<file path="src/rtl/mux16_scan_ctrl.sv">
// rtl/mux16_scan_ctrl.sv - steps a 16:1 mux through every select code and reassembles its inputs into a word
module mux16_scan_ctrl #(
  parameter int SETTLE = 1
) (
  input  logic        clk,
  input  logic        rst_n,
  input  logic        start,
  input  logic        mux_y,
  output logic [3:0]  sel,
  output logic        busy,
  output logic [15:0] data_out,
  output logic        out_valid,
  input  logic        out_ready
);

  localparam int CNT_W = $clog2(SETTLE + 1);
  localparam logic [CNT_W-1:0] CNT_LAST = CNT_W'(SETTLE - 1);

  if (SETTLE < 1) begin : g_settle_check
    $fatal(1, "mux16_scan_ctrl: SETTLE must be >= 1");
  end

  typedef enum logic [1:0] {
    IDLE = 2'd0,
    SCAN = 2'd1,
    HOLD = 2'd2
  } state_t;

  state_t           state, state_n;
  logic [CNT_W-1:0] cnt, cnt_n;
  // Bit 15 never needs storing: it goes straight from mux_y into data_out.
  logic [14:0]      cap, cap_n;
  logic [3:0]       sel_n;
  logic             busy_n;
  logic             valid_n;
  logic [15:0]      data_n;

  always_ff @(posedge clk) begin
    if (!rst_n) begin
      state     <= IDLE;
      cnt       <= '0;
      cap       <= '0;
      sel       <= 4'd0;
      busy      <= 1'b0;
      out_valid <= 1'b0;
      data_out  <= 16'h0000;
    end else begin
      state     <= state_n;
      cnt       <= cnt_n;
      cap       <= cap_n;
      sel       <= sel_n;
      busy      <= busy_n;
      out_valid <= valid_n;
      data_out  <= data_n;
    end
  end

  always_comb begin
    state_n = state;
    cnt_n   = cnt;
    cap_n   = cap;
    sel_n   = sel;
    busy_n  = busy;
    valid_n = out_valid;
    data_n  = data_out;

    case (state)
      IDLE: begin
        sel_n   = 4'd0;
        busy_n  = 1'b0;
        valid_n = 1'b0;
        if (start) begin
          state_n = SCAN;
          cnt_n   = '0;
          busy_n  = 1'b1;
        end
      end

      SCAN: begin
        busy_n  = 1'b1;
        valid_n = 1'b0;
        if (cnt == CNT_LAST) begin
          cnt_n = '0;
          if (sel == 4'd15) begin
            state_n = HOLD;
            data_n  = {mux_y, cap};
            valid_n = 1'b1;
            sel_n   = 4'd0;
          end else begin
            cap_n[sel] = mux_y;
            sel_n      = sel + 4'd1;
          end
        end else begin
          cnt_n = cnt + 1'b1;
        end
      end

      HOLD: begin
        sel_n   = 4'd0;
        busy_n  = 1'b1;
        valid_n = 1'b1;
        if (out_ready) begin
          valid_n = 1'b0;
          // A start alongside the accept chains the next scan with no idle gap.
          if (start) begin
            state_n = SCAN;
            cnt_n   = '0;
          end else begin
            state_n = IDLE;
            busy_n  = 1'b0;
          end
        end
      end

      default: begin
        state_n = IDLE;
        cnt_n   = '0;
        sel_n   = 4'd0;
        busy_n  = 1'b0;
        valid_n = 1'b0;
      end
    endcase
  end

endmodule

</file>
<file path="config.mk">
export PLATFORM = sky130hd
export DESIGN_NAME = mux16_scan_ctrl
export DESIGN_NICKNAME = d
export VERILOG_FILES = /design/src/rtl/mux16_scan_ctrl.sv
export SDC_FILE = /design/constraint.sdc
export NUM_CORES = 1
export LEC_CHECK = 0
export ABC_AREA = 1
export BUFFER_PORTS_ARGS = -buffer_cell sky130_fd_sc_hd__buf_2
export CORE_MARGIN = 2
export CORE_UTILIZATION = 60
export DETAILED_ROUTE_END_ITERATION = 10
export HOLD_SLACK_MARGIN = 0.12
export PLACE_DENSITY = 0.83
export SLEW_MARGIN = 20
export SYNTH_ARGS = -nofsm -noshare
export SYNTH_HDL_FRONTEND = slang
export SYNTH_SLANG_ARGS = --single-unit
</file>
<file path="constraint.sdc">
create_clock -name clk -period 4.3 [get_ports clk]
set_clock_uncertainty 0.05 [all_clocks]
set_input_delay 0.86 -clock clk [delete_from_list [all_inputs] [get_ports clk]]
set_output_delay 0.86 -clock clk [all_outputs]
set_load 0.03 [all_outputs]
</file>
==> summary.md <==
| Metric | Value |
|---|---|
| Detailed placement HPWL | `2.25 mm` |
| Global route overflow | `0` |
| Unrepaired setup endpoints after global routing | `false` |
| Worst Path Max Fanout | `9` |
| Power Dens Cells | `roughly 450 nW/um^2` |
| Worst flop-to-flop path startpoint | `state[1]` |
| # resized after CTS | `0` |
| Leak pwr | `just over 1 nW` |
| Die Wd | `just under 60 um` |
| Root Driver | `clkbuf_4` |
| Final non-filler cell total | `302` |
| Commonest non-fill, non-tap cells in the layout | `nor2_1 (72), dfxtp_1 (39), nand2_1 (38), inv_1 (28), buf_2 (26)` |
| CP delay by family, top | `flip-flops` |
| Placed Cells | `294` |
| Area after DPL | `around 1900 um^2` |
| DRC | `0` |
| Fmax | `0.477 GHz` |
| Post-CTS setup buffers | `0` |
| Clock sinks | `39` |
| DP Worst Slack | `2.46 ns` |
| Setup violators final | `0` |
| Clock-pin slew on the worst setup and hold paths | `0.12 ns` |
| Rel. slew slack | `a little over three fifths` |
| PortBufs | `26` |
| Hold path endpoint | `data_out[3]` |
| Synthesis-to-layout area growth | `11.4%` |
| Mux share of post-synthesis cell area | `0%` |
| Outcome | `finished, final reports clean` |
| Critical path cell sequence | `buf_2` |
| Final period util | `approximately 50%` |
| Largest family of logic cells by synthesized area | `simple AND/OR/NAND/NOR gates` |
| Via count | `~1500` |
| Hold Path Class | `reg2reg` |
| GPL Wtd Cong | `slightly below 0.8` |
| Die ar. | `approximately 3400 um^2` |
| Starting Density | `between 60% and 70%` |
| Drt total wl | `~3.3 mm` |
| Synth Area in Adders | `approximately 6.3%` |
| Worst-skew pair later-pin latency | `0.35 ns` |
| Sequential share of the synthesized area | `43.7%` |
| Post-synth EDFFs | `0` |
| Initial antenna violation count | `0` |
| Commonest non-fill, non-tap cell in the layout | `nor2_1` |
| Worst R2R Path Depth | `5` |
| Routed wire length per instance | `about 11 um` |
| Max cap viols | `0` |
| Synth Cell Area | `~1800 um^2` |
| Die H | `58.6 um` |
| Gr usage total | `21.4%` |
| Slowest-stage cell, CP | `dfxtp_1` |
| CP arrival | `~1.2 ns` |
| Compound-Gate Fraction of Synth Area | `between 7 and 8%` |
| Post-Synth XOR/XNOR Area | `less than 1%` |
| Vias in the first global route | `around 1300` |
| H-tree depth | `2` |
| Worst hold slack | `0.447 ns` |
| Hold depth | `2` |
| Synth Net Count | `261` |
| DRT Pass-1 Iters | `4` |
| # rows | `19` |
| Worst-Margin Slew | `0.554 ns` |
| First-pass GRT wire length | `~5.6 mm` |
| TritonCTS clock tree | `done` |
| Layout Nets | `284` |
| Reg-to-reg endpoint | `cap[7]` |
| Maximum clock path buffer count | `2` |
| DR iter-0 viols | `roughly 60` |
| Cell variety after synth | `25` |
| Simple-gate portion of the synthesized area | `between 30% and 40%` |
| Hold buffer count at cts | `0` |
| Post-DRT Antenna Nets | `0` |
| DR vias/cell | `around 5.1` |
| Main flop type after synthesis | `dfxtp_1` |
| Synth warn | `0` |
| Ys async rst share | `0%` |
| Worst Path Required | `approximately 3.4 ns` |
| VDD IR max | `550 uV` |
| Crit Path Class | `reg2out` |
| Setup TNS Final | `0 ns` |
| Largest net degree at the start of global routing | `37` |
| ANT cells | `0` |
| Synthesis-stage register bit count | `39` |
| Setup crit end kind | `primary output` |
| R2R Setup Slk | `between 2 and 3 ns` |
| Fin. max-slew vios | `0` |
| Syn avg cell area | `7.23 um^2` |
| Highest cell delay on the worst timing path | `approximately 0.57 ns` |
| Share of cells above drive strength 1 | `approximately 15%` |
| Setup slack after layout | `between 2 and 2.5 ns` |
| Core footprint | `2780 um^2` |
| CTS buffer count | `5` |
| HP Start | `cap[3]` |
| Worst Path Buf+Inv | `1` |
| Final instance area | `around 2000 um^2` |
| CP startpoint kind | `flip-flop` |
| Fill cell count | `~240` |
| # IOs | `27` |
| Hold Vio Cnt, Final | `0` |
| Minimum clock period | `~2.1 ns` |
| Syn Inst Count | `247` |
Yosys cell counts (2+ instances only):
| cell type | number | share of area (%) |
|---|---|---|
| o21ai_1 | 2 | 0.56 |
| o21ai_0 | 18 | 5.0 |
| inv_1 | 28 | 5.9 |
| ha_1 | 9 | 6.3 |
| dfxtp_1 | 39 | 44 |
| buf_2 | 2 | 0.56 |
| nand3_1 | 4 | 1.1 |
| nand2_1 | 38 | 8.0 |
| nor3_1 | 3 | 0.84 |
| clkbuf_1 | 3 | 0.63 |
| nor2_1 | 72 | 15 |
| nand4_1 | 12 | 4.2 |
| buf_6 | 3 | 1.9 |
| a21oi_1 | 3 | 0.84 |
cell type report:
| type | instances | area [um^2] | area share (%) |
|---|---|---|---|
| multi-input cells | 168 | 825 | 41.4 |
| flip-flops and latches | 39 | 781 | 39.2 |
| repair buffers | 26 | 130 | 6.54 |
| inverters | 30 | 115 | 5.78 |
| well taps | 31 | 38.8 | 1.95 |
| clock inverters | 2 | 60.1 | 3.02 |
| clock buffers | 6 | 41.3 | 2.07 |
tightest hold or removal path: cells and delay by family (launching register included):
kind | cells | cell delay, ns
AND/OR/NAND/NOR | 2 | 0.15
flip-flops | 1 | 0.33
worst max path at each step:
stage | slack [ns] | start | endpoint | depth (start not counted)
floorplan | 2.68 | sel[0] | data_out[0] | 7
global placement | 2.50 | rst_n | sel[2] | 3
detailed placement | 2.46 | rst_n | sel[2] | 3
CTS | 2.20 | sel[2] | sel[2] | 1
global route | 2.14 | sel[2] | sel[2] | 1
finish | 2.20 | sel[2] | sel[2] | 1
power breakdown:
part	leakage, nW	internal, mW	switching, mW
Sequential	0.315	0.382	0.0170
Combinational	0.668	0.0583	0.128
Clock	0.0525	0.181	0.120
Total	1.04	0.622	0.266
state kept, by name (all words and copies together) (netlist names):
register and count:
busy 1, cap 15, data_out 16, out_valid 1
sel 4, state 2
kinds of logic (layout without fill, tap and decap cells):
| kind of cell | after synthesis | in the layout |
|---|---|---|
| compound gates | 25 | 25 |
| xor+xnor | 1 | 1 |
| fa+ha+maj | 9 | 9 |
| buf+inv | 40 | 64 |
| flops | 39 | 39 |
| simple gates | 133 | 133 |
per-stage QoR:
step	power (mW)	utilization, %
after floorplan	0.553	-
after global placement	0.587	67.9
after detailed placement	0.592	67.9
after CTS	0.892	71.6
after global routing	0.940	71.6
final	0.887	71.6
layer usage:
layer,track usage [%],routed length (um),up-vias
met5,0,0,-
met4,7.14,48,0
met3,5.93,162,6
met2,37.4,1560,32
met1,25.4,1520,692
li1,-,-,810
No activity file was read; power rests on OpenSTA's default activity.
